[src/rtl/brq_regfile_mp_if.sv]
// Bus bundle for the Buraq-mini multi-port register file: read ports,
// write ports, busy scoreboard access, debug read and conflict flag.
interface brq_regfile_mp_if #(
  parameter int DataWidth    = 32,
  parameter int AddrRegWidth = 5,
  parameter int NumRead      = 2,
  parameter int NumWrite     = 2
);
  localparam int NRegs = 2 ** AddrRegWidth;

  logic [NumRead*AddrRegWidth-1:0]  rd_addr_i;
  logic [NumRead*DataWidth-1:0]     rd_data_o;
  logic [NumWrite-1:0]              we_i;
  logic [NumWrite*AddrRegWidth-1:0] waddr_i;
  logic [NumWrite*DataWidth-1:0]    wdata_i;
  logic                             busy_set_i;
  logic [AddrRegWidth-1:0]          busy_addr_i;
  logic [NRegs-1:0]                 busy_o;
  logic [AddrRegWidth-1:0]          dbg_addr_i;
  logic [DataWidth-1:0]             dbg_data_o;
  logic                             wr_conflict_o;

  // Decode/writeback side drives addresses and data, samples results
  modport master (
    output rd_addr_i, we_i, waddr_i, wdata_i, busy_set_i, busy_addr_i, dbg_addr_i,
    input  rd_data_o, busy_o, dbg_data_o, wr_conflict_o
  );

  // Register file side
  modport slave (
    input  rd_addr_i, we_i, waddr_i, wdata_i, busy_set_i, busy_addr_i, dbg_addr_i,
    output rd_data_o, busy_o, dbg_data_o, wr_conflict_o
  );
endinterface

[src/rtl/brq_regfile_mp.sv]
// Multi-port integer register file for Buraq-mini. Combinational reads with
// optional same-cycle write forwarding, higher-numbered write port wins on
// address collisions, per-register busy scoreboard, registered debug read.
module brq_regfile_mp #(
  parameter int                    DataWidth    = 32,
  parameter int                    AddrRegWidth = 5,
  parameter int                    NumRead      = 2,
  parameter int                    NumWrite     = 2,
  parameter bit                    Bypass       = 1'b1,
  parameter int                    SpIndex      = 2,
  parameter logic [DataWidth-1:0]  SpResetVal   = 32'h00000200
) (
  input  logic                brq_clk,
  input  logic                brq_rst_n,
  brq_regfile_mp_if.slave     bus
);
  localparam int NRegs = 2 ** AddrRegWidth;

  if (NumRead < 1 || NumRead > 4) begin : g_bad_num_read
    $error("brq_regfile_mp: NumRead must be in 1..4");
  end
  if (NumWrite < 1 || NumWrite > 2) begin : g_bad_num_write
    $error("brq_regfile_mp: NumWrite must be in 1..2");
  end

  logic [DataWidth-1:0]         regs_q [NRegs];
  logic [DataWidth-1:0]         regs_d [NRegs];
  logic [NRegs-1:0]             busy_q, busy_d;
  logic [DataWidth-1:0]         dbg_data_q, dbg_data_d;
  logic                         wr_conflict_q, wr_conflict_d;
  logic [NumRead*DataWidth-1:0] rd_data;

  // Apply write ports in ascending order so port 1 overrides port 0 on the same address
  always_comb begin : write_next
    logic [AddrRegWidth-1:0] w_addr;
    w_addr = '0;
    regs_d = regs_q;
    for (int p = 0; p < NumWrite; p++) begin
      w_addr = bus.waddr_i[p*AddrRegWidth +: AddrRegWidth];
      if (bus.we_i[p] && (w_addr != '0)) begin
        regs_d[w_addr] = bus.wdata_i[p*DataWidth +: DataWidth];
      end
    end
  end

  // Writes clear busy first, then an issue-stage set overrides since it is the newer producer
  always_comb begin : busy_next
    logic [AddrRegWidth-1:0] w_addr;
    w_addr = '0;
    busy_d = busy_q;
    for (int p = 0; p < NumWrite; p++) begin
      w_addr = bus.waddr_i[p*AddrRegWidth +: AddrRegWidth];
      if (bus.we_i[p]) begin
        busy_d[w_addr] = 1'b0;
      end
    end
    if (bus.busy_set_i && (bus.busy_addr_i != '0)) begin
      busy_d[bus.busy_addr_i] = 1'b1;
    end
    busy_d[0] = 1'b0;
  end

  // Flag any pair of enabled write ports hitting the same non-zero register
  always_comb begin : conflict_next
    wr_conflict_d = 1'b0;
    for (int p = 0; p < NumWrite; p++) begin
      for (int q = p + 1; q < NumWrite; q++) begin
        if (bus.we_i[p] && bus.we_i[q] &&
            (bus.waddr_i[p*AddrRegWidth +: AddrRegWidth] ==
             bus.waddr_i[q*AddrRegWidth +: AddrRegWidth]) &&
            (bus.waddr_i[p*AddrRegWidth +: AddrRegWidth] != '0)) begin
          wr_conflict_d = 1'b1;
        end
      end
    end
  end

  // Combinational reads; with forwarding, the last matching write port supplies the data
  always_comb begin : read_ports
    logic [AddrRegWidth-1:0] r_addr;
    logic [DataWidth-1:0]    r_val;
    r_addr  = '0;
    r_val   = '0;
    rd_data = '0;
    for (int k = 0; k < NumRead; k++) begin
      r_addr = bus.rd_addr_i[k*AddrRegWidth +: AddrRegWidth];
      r_val  = (r_addr == '0) ? '0 : regs_q[r_addr];
      if (Bypass) begin
        for (int p = 0; p < NumWrite; p++) begin
          if (bus.we_i[p] && (r_addr != '0) &&
              (bus.waddr_i[p*AddrRegWidth +: AddrRegWidth] == r_addr)) begin
            r_val = bus.wdata_i[p*DataWidth +: DataWidth];
          end
        end
      end
      rd_data[k*DataWidth +: DataWidth] = r_val;
    end
  end

  // Debug port samples the stored (pre-write) value, never forwarded
  always_comb begin : debug_next
    dbg_data_d = (bus.dbg_addr_i == '0) ? '0 : regs_q[bus.dbg_addr_i];
  end

  // State registers; reset loads the stack pointer with its boot value
  always_ff @(posedge brq_clk or negedge brq_rst_n) begin
    if (!brq_rst_n) begin
      for (int r = 0; r < NRegs; r++) begin
        regs_q[r] <= (r == SpIndex) ? SpResetVal : '0;
      end
      busy_q        <= '0;
      dbg_data_q    <= '0;
      wr_conflict_q <= 1'b0;
    end else begin
      regs_q        <= regs_d;
      busy_q        <= busy_d;
      dbg_data_q    <= dbg_data_d;
      wr_conflict_q <= wr_conflict_d;
    end
  end

  assign bus.rd_data_o     = rd_data;
  assign bus.busy_o        = busy_q;
  assign bus.dbg_data_o    = dbg_data_q;
  assign bus.wr_conflict_o = wr_conflict_q;

endmodule

[src/flat_wrapper.sv]
// flat-port wrapper written by rule: the top's interface ports become plain ports
module brq_regfile_mp_flat 
#(
  parameter int                    DataWidth    = 32,
  parameter int                    AddrRegWidth = 5,
  parameter int                    NumRead      = 2,
  parameter int                    NumWrite     = 2,
  parameter bit                    Bypass       = 1'b1,
  parameter int                    SpIndex      = 2,
  parameter logic [DataWidth-1:0]  SpResetVal   = 32'h00000200
)
  (brq_clk, brq_rst_n, bus_rd_addr_i, bus_we_i, bus_waddr_i, bus_wdata_i, bus_busy_set_i, bus_busy_addr_i, bus_dbg_addr_i, bus_rd_data_o, bus_busy_o, bus_dbg_data_o, bus_wr_conflict_o);
  brq_regfile_mp_if #(.DataWidth(DataWidth), .AddrRegWidth(AddrRegWidth), .NumRead(NumRead), .NumWrite(NumWrite)) bus_i ();
  input  logic brq_clk;
  input  logic brq_rst_n;
  input wire logic [$bits(bus_i.rd_addr_i)-1:0] bus_rd_addr_i;
  input wire logic [$bits(bus_i.we_i)-1:0] bus_we_i;
  input wire logic [$bits(bus_i.waddr_i)-1:0] bus_waddr_i;
  input wire logic [$bits(bus_i.wdata_i)-1:0] bus_wdata_i;
  input wire logic [$bits(bus_i.busy_set_i)-1:0] bus_busy_set_i;
  input wire logic [$bits(bus_i.busy_addr_i)-1:0] bus_busy_addr_i;
  input wire logic [$bits(bus_i.dbg_addr_i)-1:0] bus_dbg_addr_i;
  output wire logic [$bits(bus_i.rd_data_o)-1:0] bus_rd_data_o;
  output wire logic [$bits(bus_i.busy_o)-1:0] bus_busy_o;
  output wire logic [$bits(bus_i.dbg_data_o)-1:0] bus_dbg_data_o;
  output wire logic [$bits(bus_i.wr_conflict_o)-1:0] bus_wr_conflict_o;
  assign bus_i.rd_addr_i = bus_rd_addr_i;
  assign bus_i.we_i = bus_we_i;
  assign bus_i.waddr_i = bus_waddr_i;
  assign bus_i.wdata_i = bus_wdata_i;
  assign bus_i.busy_set_i = bus_busy_set_i;
  assign bus_i.busy_addr_i = bus_busy_addr_i;
  assign bus_i.dbg_addr_i = bus_dbg_addr_i;
  assign bus_rd_data_o = bus_i.rd_data_o;
  assign bus_busy_o = bus_i.busy_o;
  assign bus_dbg_data_o = bus_i.dbg_data_o;
  assign bus_wr_conflict_o = bus_i.wr_conflict_o;
  brq_regfile_mp #(.DataWidth(DataWidth), .AddrRegWidth(AddrRegWidth), .NumRead(NumRead), .NumWrite(NumWrite), .Bypass(Bypass), .SpIndex(SpIndex), .SpResetVal(SpResetVal)) u_core (.brq_clk(brq_clk), .brq_rst_n(brq_rst_n), .bus(bus_i));
endmodule
[config.mk]
export PLATFORM = sky130hd
export DESIGN_NAME = brq_regfile_mp_flat
export DESIGN_NICKNAME = d
export VERILOG_FILES = /design/src/rtl/brq_regfile_mp_if.sv /design/src/rtl/brq_regfile_mp.sv /design/src/flat_wrapper.sv
export SDC_FILE = /design/constraint.sdc
export NUM_CORES = 2
export LEC_CHECK = 0
export BUFFER_PORTS_ARGS = -buffer_cell sky130_fd_sc_hd__buf_4
export CORE_MARGIN = 8
export CORE_UTILIZATION = 32
export CTS_CLUSTER_SIZE = 14
export DETAILED_ROUTE_END_ITERATION = 7
export PLACE_DENSITY = 0.59
export SLEW_MARGIN = 20
export SYNTH_ARGS = -nofsm -noshare
export SYNTH_HDL_FRONTEND = slang
export SYNTH_SLANG_ARGS = --single-unit
export TNS_END_PERCENT = 20
[constraint.sdc]
create_clock -name brq_clk -period 7.29 [get_ports brq_clk]
set_input_delay 1.458 -clock brq_clk [delete_from_list [all_inputs] [get_ports brq_clk]]
set_output_delay 1.458 -clock brq_clk [all_outputs]
set_load 0.01 [all_outputs]
Word level (Yosys, flattened, before mapping) --
Index checks and enable logic that the tools add are counted. Widths: inputs -> output; s select.
Word-level totals: bits in registers 1088, bits of input ports 99, output and inout port bits 129, word-level logic and storage cells 124
Operators by class: magnitude comparators 13, eq/ne operators 5, muxes and demuxes 34, bitwise gates (word level) 10, reductions and logical operators 27
Operators with widths (number):
- $bwmux 1024 | 2
- $mux 1024 | 2
- $mux 32 | 18
- $bmux 32 s5 | 3
- $demux 32 s5 | 2
- $and 32x32->32 | 2
- $not 32->32 | 2
- $or 32x32->32 | 1
- $ge 6x6->1 const B | 5
- $not 5->6 | 5
- $eq 5x5->1 | 5
- $reduce_bool 5->1 | 5
- $logic_and 1x1->1 | 19
- $lt 5x6->1 const B | 3
- $demux 1 s5 | 3
- $ge 5x1->1 const B | 3
- $logic_not 5->1 | 3
- $lt 6x1->1 const B | 2
- $mux 1 | 4

Longest topological paths before layout --
depth in word-level cells 11, mapped depth 9, gate-level depth less buffers 5

Least setup slack after synthesis --
No wires, ideal clock.
path type in2out, start in bus_rd_addr_i[5], end out bus_rd_data_o[62], arrival 3.112 ns, setup slack 2.720 ns, stages on the path 7, path buffers 3, cells stage by stage buf_2 > buf_2 > buf_2 > mux4_2 > mux2_2 > o211ai_1 > a31oi_1
On the way: word-level cells in the longest chain between the ends 7, elaborated cells on any way between the ends 15, those cells by class 2 x eq/ne; 6 x mux; 1 x bitwise; 6 x reduce/logical
RTL lines:
- start: declaration | line flat_wrapper.sv:16 | input wire logic [$bits(bus_i.rd_addr_i)-1:0] bus_rd_addr_i;
- $not 5->6 (implied by the code) | line brq_regfile_mp.sv:87 | r_val = (r_addr == '0) ? '0 : regs_q[r_addr];
- $bmux 32 s5 | line brq_regfile_mp.sv:87
- $mux 32 (implied by the code) (2 in series) | line brq_regfile_mp.sv:87
- $mux 32 | line brq_regfile_mp.sv:87
- $mux 32 | line brq_regfile_mp.sv:90 | if (bus.we_i[p] && (r_addr != '0) &&
- $mux 32 * | line brq_regfile_mp.sv:90
- end: declaration | line flat_wrapper.sv:23 | output wire logic [$bits(bus_i.rd_data_o)-1:0] bus_rd_data_o;
Every way passes the cells marked *; elsewhere a longest branch is shown, timed or not. The select of a mux whose other input is x is not followed.

Worst setup path after layout --
start in bus_rd_addr_i[5], end out bus_rd_data_o[35]
The elaborated chain is that of the path after synthesis.

==> metrics.txt <==
worst min-delay path class reg -> reg; Die ar. 246000 µm²; adder and majority gate portion of the synthesized area 0%; Setup Skew 0.0412 ns; crit-path max FO 49; total global-route track usage 27.6%; share of power burned in registers 41.4%; CP Buf/Inv Count 3; DR pass1 iterations 8; site row count 176; Fin. Hold Viols 0; RSZ-0062 raised after global routing no; Pint 14.8 mW; Post-synth ARST share 100%; Most common cell on crit path buf_4; Synth Area in Simple Gates 7.78%; Post-Syn Nets 6875; register area share after synthesis 37.0%; Post-Place Worst Slack 1.00 ns; RePlAce Congestion 0.950; Switching Fraction 34.0%; Longest Clk Path Bufs 3; worst hold slack 0.416 ns; Worst EP required 5.83 ns; fin area 81500 µm²; fmax 0.153 GHz; detailed placer's ending HPWL 209000 µm; post-synthesis cell area 73600 µm²; H-tree Lvls 3; setup tns final 0 ns; VDD IR max 0.229 mV; post-synth top area cell dfrtp_1; Setup Fix Bufs, Post-CTS 0; # DRC 0; root buffer cell clkbuf_16; startpoint types input port; layout cells sized above 1 24.1%; Syn Area/Cell 10.9 µm²; # hold bufs at CTS 0; number of global-route vias before repair 61400; CTS tree built; clock sinks 1088; Die H 496 µm; Synth Area in XOR/XNOR 0.250%; DRT antenna net count 0; placed cell count 9271; Pwr Total 22.3 mW; area grow syn2layout 10.6%; core footprint 229000 µm²; crit path kind in -> out; Final Slew Violations 0; Top delay family on crit path compound AO/OA/AOI/OAI gates; fin crit share 89.8%; Synth Area in Compound Gates 14.0%; Filler cells 22400; CP cell instances buf_8 > nor2_1 > a211o_1 > a211oi_4 > buf_4 > a22oi_1 > a31oi_1 > buf_4; # setup viols final 0; Vias 64500; Final Non-Filler Cells 9502; largest net degree at the start of global routing 163; PD cells 274 nW/µm²; largest family of logic cells by synthesized area multiplexers; Via density 6.79; critical path capture point type output pin; Reg2Reg Setup Slack 4.59 ns; Finished Core Util 35.5%; Arr. time, crit path 5.09 ns; multiplexer share of the synthesized area 35.7%; Area contributors post-synth dfrtp_1, mux4_2, mux2i_1; first-pass GRT wire length 487000 µm; clock network power share 28.1%; proportion of netlist area held by the largest area contributor 36.9%; Comb power frac 30.6%; initial antenna violation count 35; slowest stage delay, CP 0.94 ns; clock latency at the later pin of the worst-skew pair 0.79 ns; Routed Wire Length 352000 µm; Mapped Cells 6776; run status complete, no violations; Seq cells post-synth 1088; P_sw 7.59 mW; leakage power total 35.6 nW; PostCTS Resize Cnt 0; Worst-Margin Slew 1.29 ns; most frequent cell after synthesis dfrtp_1; Synth Warn # 0; Starting Density 32.1%; fin worst setup slack 0.746 ns; number of flops mapped to enable cells by yosys 0; Max Cap Viol 0; Buffers on Ports 226; CP max-delay cell a31oi_1; DR WL/cell 37.1 µm; initial DRC count 11500; Placed Area 77500 µm²; GR Overflow Total 0; die width 496 µm; synth unique cells 61; fin crit period 6.54 ns; clock slew at reported path FFs 0.06 ns; Synth top cells by count dfrtp_1, mux4_2, nor2_1; NumNets Final 6459; max_slew headroom 13.9%; Top Ports 228; Synth Flop Type dfrtp_1; CTS buffer count 112
cells in the final DEF (no fill, tap or decap), drive strengths merged, types with 3 or more instances in the layout:
cell type | synthesis | routed
a21oi | 518 | 518
a221oi | 5 | 5
a22oi | 331 | 331
a31oi | 64 | 64
a32o | 30 | 30
a32oi | 62 | 62
and2 | 20 | 20
and4 | 5 | 5
buf | 305 | 393
bufinv | 0 | 12
clkbuf | 618 | 164
clkinv | 0 | 19
clkinvlp | 0 | 5
dfrtp | 1087 | 1087
diode | 0 | 26
inv | 19 | 23
mux2 | 32 | 32
mux2i | 718 | 718
mux4 | 832 | 832
nand2 | 566 | 566
nand2b | 13 | 13
nand3 | 8 | 8
nand3b | 4 | 4
nor2 | 739 | 739
nor3 | 10 | 10
nor4 | 3 | 3
o211ai | 32 | 32
o21ai | 474 | 474
o22ai | 192 | 192
or2 | 6 | 6
or3 | 34 | 34
or3b | 5 | 5
xnor2 | 8 | 8
xor2 | 13 | 13
power groups by stage:
stage | Clock [mW] | Combinational (mW) | Sequential (mW)
2_1_floorplan | 0 | 4.73 | 8.69
3_3_place_gp | 0 | 6.51 | 9.08
3_5_place_dp | 0 | 6.65 | 9.22
4_1_cts | 6.29 | 6.67 | 9.13
5_1_grt | 6.49 | 7.14 | 9.39
6_report | 6.27 | 6.83 | 9.25
layout make-up:
| cell class | count | area (µm²) | area share [%] |
|---|---|---|---|
| multi-input combinational | 4746 | 43100 | 52.9 |
| sequential | 1088 | 27200 | 33.4 |
| tap | 3026 | 3790 | 4.65 |
| timing repair buffer | 393 | 3390 | 4.16 |
| clock buffer | 164 | 3280 | 4.03 |
| clock inverter | 40 | 564 | 0.693 |
| inverter | 19 | 71.3 | 0.0876 |
| antenna | 26 | 65.1 | 0.0799 |
registers in the layout, summed over array words and instances (netlist names):
register	flops
u_core.regs_q	1024
u_core.bus.dbg_data_o	32
u_core.bus.wr_conflict_o	1
u_core.bus.busy_o	31
logic make-up (layout without fill, tap and decap cells):
| logic type | count (synthesis) | after routing |
|---|---|---|
| flip-flops | 1088 | 1088 |
| multiplexers | 1582 | 1582 |
| buffers and inverters | 942 | 616 |
| AND/OR/NAND/NOR | 1421 | 1421 |
| XOR/XNOR | 21 | 21 |
| other | 1 | 27 |
| AO/OA/AOI/OAI | 1721 | 1721 |
per-layer routing:
metal	vias up	wire, µm	track usage [%]
met4	20	38900	24.9
li1	24800	-	-
met3	1718	49000	10.1
met2	6053	148000	39.6
met5	-	121	0
met1	32000	116000	32.1
worst paths after layout:
kind,start,end,cells past startpoint
min reg2reg,u_core.regs_q[1003]$_DFF_PN0_,u_core.regs_q[1003]$_DFF_PN0_,0
max,bus_rd_addr_i[5],bus_rd_data_o[35],8
max reg2reg,u_core.regs_q[533]$_DFF_PN0_,u_core.bus.dbg_data_o[21]$_DFF_PN0_,4
min,u_core.regs_q[1003]$_DFF_PN0_,u_core.regs_q[1003]$_DFF_PN0_,0
max in group asynchronous,brq_rst_n,u_core.regs_q[778]$_DFF_PN0_,2
min in group asynchronous,brq_rst_n,u_core.regs_q[599]$_DFF_PN0_,1
No activity file was read; power rests on OpenSTA's default activity.
